[src/rtl/sfm_pkg.sv]
// Shared softmax-datapath types: accumulator state encoding, accumulator flag
// bundle and the default accumulator width.
package sfm_pkg;

   localparam int unsigned DEFAULT_ACC_WIDTH = 32;

   typedef enum logic [1:0] {
      ACCUM  = 2'd0,
      REDUCE = 2'd1,
      DONE   = 2'd2
   } sfm_acc_state_t;

   typedef struct packed {
      logic reducing;
      logic sum_valid;
      logic overflow;
   } accumulator_flags_t;

endpackage

[src/rtl/sfm_sat_adder.sv]
// Unsigned saturating adder.
// Ports:
//   a_i, b_i  in   WIDTH  addends
//   sum_o     out  WIDTH  a_i + b_i, clamped to all-ones
//   sat_o     out  1      the true sum did not fit in WIDTH bits
module sfm_sat_adder
   import sfm_pkg::*;
#(
   parameter int unsigned WIDTH = DEFAULT_ACC_WIDTH
) (
   input  logic [WIDTH-1:0] a_i,
   input  logic [WIDTH-1:0] b_i,
   output logic [WIDTH-1:0] sum_o,
   output logic             sat_o
);

   logic [WIDTH:0] full_sum;

   assign full_sum = {1'b0, a_i} + {1'b0, b_i};
   assign sat_o    = full_sum[WIDTH];
   assign sum_o    = sat_o ? '1 : full_sum[WIDTH-1:0];

endmodule

[src/rtl/sfm_accumulator.sv]
// Softmax denominator accumulator. Sums per-lane exponentiated values during
// pass 1, then sequentially reduces the lane sums to one scalar for the divider.
// Ports:
//   clk_i, rst_ni    clock, async active-low reset
//   clear_i          sync clear, highest priority
//   enable_i         global enable; low freezes all state
//   acc_finished_i   end of pass 1, starts the reduction
//   valid_i/ready_o  input beat handshake (ready only while accumulating)
//   data_i, strb_i   lane values and lane enables
//   reducing_o       reduction in progress
//   sum_valid_o      sum_o final and stable
//   sum_o            reduced denominator
//   overflow_o       sticky saturation flag
module sfm_accumulator
   import sfm_pkg::*;
#(
   parameter int unsigned N_LANES   = 8,
   parameter int unsigned IN_WIDTH  = 16,
   parameter int unsigned ACC_WIDTH = DEFAULT_ACC_WIDTH
) (
   input  logic                        clk_i,
   input  logic                        rst_ni,
   input  logic                        clear_i,
   input  logic                        enable_i,
   input  logic                        acc_finished_i,
   input  logic                        valid_i,
   output logic                        ready_o,
   input  logic [N_LANES*IN_WIDTH-1:0] data_i,
   input  logic [N_LANES-1:0]          strb_i,
   output logic                        reducing_o,
   output logic                        sum_valid_o,
   output logic [ACC_WIDTH-1:0]        sum_o,
   output logic                        overflow_o
);

   localparam int unsigned IDX_W = (N_LANES > 1) ? $clog2(N_LANES) : 1;

   // Reject configurations the datapath cannot support
   if (N_LANES < 2) begin : g_bad_lanes
      $error("sfm_accumulator: N_LANES must be >= 2");
   end
   if (ACC_WIDTH <= IN_WIDTH) begin : g_bad_width
      $error("sfm_accumulator: ACC_WIDTH must exceed IN_WIDTH");
   end

   sfm_acc_state_t     state_q;
   accumulator_flags_t flags_q;
   logic [ACC_WIDTH-1:0] lane_acc_q [N_LANES];
   logic [ACC_WIDTH-1:0] total_q;
   logic [IDX_W-1:0]     idx_q;

   logic [ACC_WIDTH-1:0] lane_in  [N_LANES];
   logic [ACC_WIDTH-1:0] lane_sum [N_LANES];
   logic [N_LANES-1:0]   lane_sat;
   logic [ACC_WIDTH-1:0] red_sum;
   logic                 red_sat;
   logic                 handshake;

   assign ready_o   = enable_i && (state_q == ACCUM);
   assign handshake = valid_i && ready_o;

   // Per-lane saturating accumulation; masked lanes add zero
   for (genvar g = 0; g < N_LANES; g++) begin : g_lane
      assign lane_in[g] = strb_i[g] ? ACC_WIDTH'(data_i[g*IN_WIDTH +: IN_WIDTH]) : '0;

      sfm_sat_adder #(.WIDTH(ACC_WIDTH)) u_lane_add (
         .a_i   (lane_acc_q[g]),
         .b_i   (lane_in[g]),
         .sum_o (lane_sum[g]),
         .sat_o (lane_sat[g])
      );
   end

   // Sequential reduction: one lane folded into the total per enabled cycle
   sfm_sat_adder #(.WIDTH(ACC_WIDTH)) u_red_add (
      .a_i   (total_q),
      .b_i   (lane_acc_q[idx_q]),
      .sum_o (red_sum),
      .sat_o (red_sat)
   );

   // State, accumulators and registered flags
   always_ff @(posedge clk_i or negedge rst_ni) begin
      if (!rst_ni) begin
         state_q <= ACCUM;
         flags_q <= '0;
         total_q <= '0;
         idx_q   <= '0;
         for (int unsigned i = 0; i < N_LANES; i++) lane_acc_q[i] <= '0;
      end else if (clear_i) begin
         state_q <= ACCUM;
         flags_q <= '0;
         total_q <= '0;
         idx_q   <= '0;
         for (int unsigned i = 0; i < N_LANES; i++) lane_acc_q[i] <= '0;
      end else if (enable_i) begin
         case (state_q)
            ACCUM: begin
               // A beat taken alongside acc_finished_i still lands before reduction
               if (handshake) begin
                  for (int unsigned i = 0; i < N_LANES; i++) lane_acc_q[i] <= lane_sum[i];
                  if (|lane_sat) flags_q.overflow <= 1'b1;
               end
               if (acc_finished_i) begin
                  state_q          <= REDUCE;
                  flags_q.reducing <= 1'b1;
                  idx_q            <= '0;
               end
            end
            REDUCE: begin
               total_q <= red_sum;
               if (red_sat) flags_q.overflow <= 1'b1;
               if (idx_q == IDX_W'(N_LANES - 1)) begin
                  state_q           <= DONE;
                  flags_q.reducing  <= 1'b0;
                  flags_q.sum_valid <= 1'b1;
               end else begin
                  idx_q <= idx_q + IDX_W'(1);
               end
            end
            default: begin
               // DONE holds the result until clear or reset
            end
         endcase
      end
   end

   assign reducing_o  = flags_q.reducing;
   assign sum_valid_o = flags_q.sum_valid;
   assign overflow_o  = flags_q.overflow;
   assign sum_o       = total_q;

endmodule

[config.mk]
export PLATFORM = sky130hd
export DESIGN_NAME = sfm_accumulator
export DESIGN_NICKNAME = d
export VERILOG_FILES = /design/src/rtl/sfm_pkg.sv /design/src/rtl/sfm_sat_adder.sv /design/src/rtl/sfm_accumulator.sv
export SDC_FILE = /design/constraint.sdc
export NUM_CORES = 1
export LEC_CHECK = 0
export CAP_MARGIN = 40
export CORE_ASPECT_RATIO = 0.5
export CORE_UTILIZATION = 60
export CTS_BUF_LIST = sky130_fd_sc_hd__clkbuf_8
export DETAILED_ROUTE_END_ITERATION = 16
export PLACE_DENSITY_LB_ADDON = 0.2
export SYNTH_ARGS = -nofsm -noshare
export SYNTH_HDL_FRONTEND = slang
export SYNTH_SLANG_ARGS = --single-unit
[constraint.sdc]
create_clock -name clk_i -period 8.39 [get_ports clk_i]
set_input_delay 1.678 -clock clk_i [delete_from_list [all_inputs] [get_ports clk_i]]
set_output_delay 1.678 -clock clk_i [all_outputs]
set_load 0.02 [all_outputs]
==> results.cfg, run 1 <==
[placed_design]
routabilityCongestion = 1.01
dp_slack_ns = 2.80
hpwlAfterDp_um = 57800
port_buffers = 177

[yosys]
postSynthNetCount = 2981
yosys-top-cells-area = dfrtp_1 31%, ha_1 8.5%, mux4_2 6.0%, a21oi_1 5.2%, o21ai_0 4.6%
ys_types = 106
ys_ff_latch = 295
synth_seq_area_share_pct = 30.8
synthCells = 2668
synth_edf_count = 0
yosys.area.top_type = dfrtp_1
synth_flop_cell = dfrtp_1
ys_warn_count = 0
synth_top_area_share_pct = 30.8
syn_avg_cell_area_um2 = 8.97
async_reset_ff_share_pct = 100
synth.cell_area_um2 = 23900

[grt]
antenna_found_initial = 3
grt_pass1_wl_um = 118000
grt_remaining_overflow = 0
grt_max_degree = 137
grtUsageTotal_pct = 37.5
grt_pass1_vias = 20334

[clock_network]
clk_path_buf_depth = 3
clkTransAtPathRegs_ns = 0.08
clock_sinks = 295
ctsResizeCount = 0
root_buffer = clkbuf_8
cts_setup_buffers = 0
clock_latency_ns = 0.62
cts_tree = yes
cts_buffers = 46
htreeDepth = 2
ctsHoldBuffers = 0

[timing]
fin_crit_ns = 5.34
setup_slack_ns = 3.05
setup_viol = 0
fin_crit_sh_pct = 63.6
rsz0062_at_grt = no
final_max_slew_viol_count = 0
max_clock_freq_mhz = 187
clock_skew_ns = 0.0417
worstMarginPinSlew_ns = 0.974
hold_violations = 0
timing.hold.ws_ns = 0.513
fin_tns_setup_ns = 0
max_slew_margin_pct = 35.1

[worst_setup_path]
cp_num_cells = 13
critical_path.max_stage_delay_ns = 0.82
crit_arrival_ns = 5.84
worstReg2RegEnd = sum_o[31]
crit_type = flip-flop to flip-flop
critical_path_required_ns = 8.89
worst_setup_path_end_kind = flip-flop
critical_path.max_fanout = 32
path_cells = buf_4 -> mux4_2 -> mux2_2 -> ha_1 -> fa_1 -> a21oi_1 -> o22ai_1 -> nand3_1 -> a31oi_1 -> o221ai_2 -> o211a_2 -> nor3_1 -> or3_1
worst_r2r_path_depth = 13
path_delay_family = compound AO/OA/AOI/OAI gates
regToRegStartpoint = idx_q[0]
cp_num_buf_inv = 1
rrSetupSlack_ns = 3.05
start_kind = flip-flop
crit_slowest_cell = dfrtp_4

[drt]
ant_nets = 0
dr.pass1.iters = 6
routed_wl_um = 76800
wl_per_cell_um = 23.0
viasPerCell = 6.73
drt_iter0_drc = 2623
num_vias = 22485
drcViolationCount = 0

[die]
io_pins = 178
dieArea_um2 = 40800
die_w_um = 285
initial_core_util_pct = 61.2
die_h_um = 143
num_rows = 51
core_area_um2 = 39100

[hold_path]
min_to = lane_acc_q[216]
hold_depth = 1
hold_path.class = flip-flop to flip-flop
min_from = lane_acc_q[216]

[power]
p_per_area_nw_per_um2 = 137
power_mw = 3.70
peakVddDrop_uv = 99.4
power.static_leakage_nw = 11.7

[layout]
drive_gt1_share_pct = 9.22
layout_common_cells = 293 x dfrtp_1, 247 x a21oi_1, 218 x o21ai_0, 175 x clkdlybuf4s50_1, 167 x nor2_1
syn2layout_area_growth_pct = 12.8
final_common_cell = dfrtp_1
final_core_util_pct = 69.1
fin_nets = 3087
fill_cells = 3149

[job]
cap_violations = 0

[status]
status = finished, final reports clean
-- sequential cells by signal, indices dropped and copies added (netlist names) --
signal and count:
state_q 2, idx_q 3, overflow_o 1, lane_acc_q 256, sum_o 32, sum_valid_o 1
-- logic make-up (layout without fill, tap and decap cells) --
logic type                 after synthesis  after routing  share of synthesized area [%]
DFF                                    295            295                           30.8
xor gates and xnor gates               134            134                           4.90
muxes                                  106            106                           7.95
adders and majority gates              171            171                           9.22
other                                    0              3                              0
AOI/OAI and AO/OA                      936            936                           25.3
buffers and inverters                  213            355                           3.62
and+or+nand+nor                        813            813                           18.2
-- where the power goes --
group / leakage (nW) / switching (mW) / total (mW) / internal [mW]
clock network: 0.575 / 0.652 / 1.37 / 0.723
logic: 7.13 / 0.445 / 0.776 / 0.331
registers: 4.04 / 0.0783 / 1.55 / 1.48
total: 11.7 / 1.18 / 3.70 / 2.53
-- synth_stat cells, drive strengths merged (13+ instances only) --
cell type,number
nor4,16
nand2b,21
mux2,34
o21bai,24
dfrtp,295
o21ai,230
buf,43
inv,75
xor2,67
a311oi,43
xnor2,67
a31oi,120
a21o,72
nand4,25
nor3,88
o21a,34
nor2b,21
a211oi,38
ha,162
nand2,117
and2,146
nor2,169
o22ai,15
and4,22
or3,13
a21oi,249
clkbuf,95
nand3,73
mux4,64
and3,66
-- worst max path at each step --
stage / startpoint / slack [ns] / to
4_1_cts: idx_q[0] / 3.04 / sum_o[31]
2_1_floorplan: strb_i[3] / 4.05 / lane_acc_q[142]
6_report: idx_q[0] / 3.05 / sum_o[31]
5_1_grt: idx_q[0] / 2.71 / sum_o[31]
3_3_place_gp: strb_i[6] / 2.89 / lane_acc_q[51]
3_5_place_dp: strb_i[0] / 2.80 / lane_acc_q[249]
-- metrics by stage --
| stage | cell area [µm²] | instances |
|---|---|---|
| 2_1_floorplan | 23900 | 2668 |
| 3_5_place_dp | 26000 | 3256 |
| 3_3_place_gp | 25900 | 3253 |
| 5_1_grt | 27000 | 3341 |
| 4_1_cts | 27000 | 3340 |
| 6_report | 27000 | 3343 |
-- routing by layer --
metal	up-vias	track usage [%]	part of all wire [%]
li1	10311	-	-
met1	10884	55.3	44
met2	1159	52.5	41
met3	131	12.3	13
met4	0	9.25	2.3
met5	-	0	0
-- area by class of cell --
| cell class | count | area [µm²] | share of cell area [%] |
|---|---|---|---|
| clock inverter | 22 | 153 | 0.565 |
| clock buffer | 62 | 853 | 3.16 |
| timing repair buffer | 196 | 1970 | 7.28 |
| multi-input combinational | 2160 | 15700 | 58.1 |
| tap | 530 | 663 | 2.45 |
| sequential | 295 | 7390 | 27.3 |
| antenna | 3 | 7.51 | 0.0278 |
| inverter | 75 | 287 | 1.06 |
Note: power is estimated with default switching activity, not from simulation.
==> run 2, diff against run 1 <==
--- a/config.mk
+++ b/config.mk
@@ -7,7 +7,7 @@
 export LEC_CHECK = 0
 export CAP_MARGIN = 40
 export CORE_ASPECT_RATIO = 0.5
-export CORE_UTILIZATION = 60
+export CORE_UTILIZATION = 56
 export CTS_BUF_LIST = sky130_fd_sc_hd__clkbuf_8
 export DETAILED_ROUTE_END_ITERATION = 16
 export PLACE_DENSITY_LB_ADDON = 0.2
==> constraint.sdc (replaced) <==
create_clock -name clk_i -period 4.75 [get_ports clk_i]
set_input_delay 0.95 -clock clk_i [delete_from_list [all_inputs] [get_ports clk_i]]
set_output_delay 0.95 -clock clk_i [all_outputs]
set_load 0.02 [all_outputs]
==> run 2 against run 1 <==
  * Via count increased by 1.0%
  * Non-clock buffer count up 36
  * Die area rose by 7.1%
  * Critical path depth stayed put
  * Flip-flop and latch count is the same
  * Final cell count up 2.4%
  * Largest power group unchanged
  * Clock skew down 0.024 ns
  * Utilization fell by 3.9 points
  * Clock-buffer cell count is 1 lower
  * Clock power rose by 79%
==> results.cfg, run 2 (synthesis gave the netlist of run 1 again) <==
[status]
status = finished, final reports clean

[timing]
max_clock_freq_mhz = 222
hold_violations = 0
fin_tns_setup_ns = 0
rsz0062_at_grt = no
fin_crit_sh_pct = 94.8
clock_skew_ns = 0.0179
worstMarginPinSlew_ns = 0.972
timing.hold.ws_ns = 0.401
max_slew_margin_pct = 34.5
setup_viol = 0
final_max_slew_viol_count = 0
fin_crit_ns = 4.50

[grt]
grt_pass1_wl_um = 121000
grt_pass1_vias = 20660
grt_remaining_overflow = 0
grt_max_degree = 114
grtUsageMet2_pct = 50.2
busiest_layer = met1
grtUsageTotal_pct = 35.6
grtUsageMet1_pct = 55.0
antenna_found_initial = 2
met3_usage_pct = 8.49

[die]
die_w_um = 294
dieArea_um2 = 43600
num_rows = 53
core_area_um2 = 42000
die_h_um = 148
initial_core_util_pct = 56.9
io_pins = 178

[worst_setup_path]
path_cells = buf_12 -> mux4_2 -> mux2_2 -> ha_1 -> fa_1 -> a21oi_1 -> o211ai_1 -> a21oi_1 -> o21ai_1 -> a221oi_1 -> o311ai_1 -> xnor2_1 -> a21oi_1
start_kind = flip-flop
crit_arrival_ns = 4.98
worst_setup_path_end_kind = flip-flop
cp_num_buf_inv = 1
path_delay_family = compound AO/OA/AOI/OAI gates
critical_path.max_fanout = 21
crit_type = flip-flop to flip-flop
cp_common_cell = a21oi_1
critical_path_required_ns = 5.23
critical_path.max_stage_delay_ns = 0.59
crit_slowest_cell = mux4_2

[clock_network]
clk_path_buf_depth = 3
cts_tree = yes
clkTransAtPathRegs_ns = 0.07
cts_buffers = 46
cts_setup_buffers = 0
clock_sinks = 295
root_buffer = clkbuf_8
htreeDepth = 2
ctsHoldBuffers = 0
ctsResizeCount = 0
clock_latency_ns = 0.61

[layout]
final_common_cell = dfrtp_1
syn2layout_area_growth_pct = 14.5
largest_reg_flops = 256
fill_cells = 3502
layout_common_cells = 293 x dfrtp_1, 247 x a21oi_1, 218 x o21ai_0, 175 x clkdlybuf4s50_1, 167 x nor2_1
drive_gt1_share_pct = 10.5
fin_nets = 3123
largest_register = lane_acc_q

[placed_design]
routabilityCongestion = 0.991
hpwlAfterDp_um = 59600
port_buffers = 177

[drt]
ant_nets = 0
num_vias = 22712
drcViolationCount = 0
wl_per_cell_um = 22.7
routed_wl_um = 77700
viasPerCell = 6.64
drt_iter0_drc = 2982
dr.pass1.iters = 6

[job]
cap_violations = 0

[power]
p_per_area_nw_per_um2 = 240
power.static_leakage_nw = 11.9
peakVddDrop_uv = 183

[hold_path]
hold_path.class = primary input to async pin
## run 2: cell count changes in the layout (fill, tap and decap cells not counted), sizes merged
cell      previous run  this run
buf                 21        57
clkinvlp             0         1
clkbuf              62        61
bufinv               2         3
diode                3         1
clkinv               4         8
inv                 91        85
## run 2: worst paths after layout
kind	slack, ns	startpoint	end	cells past startpoint
worst min register to register	0.51	sum_valid_o	sum_valid_o	2
worst min-delay path	0.40	rst_ni	lane_acc_q[110]	1
worst max-delay path	0.25	idx_q[0]	sum_o[24]	13
max in group asynchronous	3.39	rst_ni	sum_o[24]	2
worst max register to register	0.25	idx_q[0]	sum_o[24]	13
min in group clk_i	0.51	sum_valid_o	sum_valid_o	2
## run 2: through the flow
step                      cells  total power [mW]  cell area (µm²)  worst slack (ns)  util [%]
after floorplan            2668              3.61            23900             0.568         -
after CTS                  3422              6.55            27400             0.333      65.2
after detailed placement   3339              4.14            26400             0.136      62.8
after global routing       3422              6.83            27400           0.00175      65.2
final                      3423              6.58            27400             0.245      65.2
after global placement     3336              4.11            26300             0.202      62.7
## run 2: final cells by class
type / count / area, µm² / area share, %
clock inverters: 22 / 175 / 0.639
multi-input cells: 2160 / 15700 / 57.3
repair buffers: 232 / 2300 / 8.41
clock buffers: 61 / 840 / 3.06
flip-flops and latches: 295 / 7390 / 26.9
inverters: 75 / 284 / 1.04
well taps: 577 / 722 / 2.63
diodes: 1 / 2.50 / 0.00913
## run 2: per-layer routing
layer	part of all wire [%]	routed length, µm	vias up
met1	45	35100	11008
met4	1.9	1460	0
met5	0	0	-
li1	-	-	10393
met2	40	31400	1187
met3	13	9730	124
## run 2: worst register-to-register path: stages (launching register included)
cell	delay, ns
dfrtp_4	0.43
buf_12	0.21
mux4_2	0.64
mux2_2	0.40
ha_1	0.26
fa_1	0.41
a21oi_1	0.29
o211ai_1	0.15
a21oi_1	0.30
o21ai_1	0.18
a221oi_1	0.57
o311ai_1	0.22
xnor2_1	0.23
a21oi_1	0.09
## run 2: where the power goes
group / internal (mW) / switching (mW)
registers: 2.61 / 0.124
clock network: 1.31 / 1.14
logic: 0.604 / 0.798
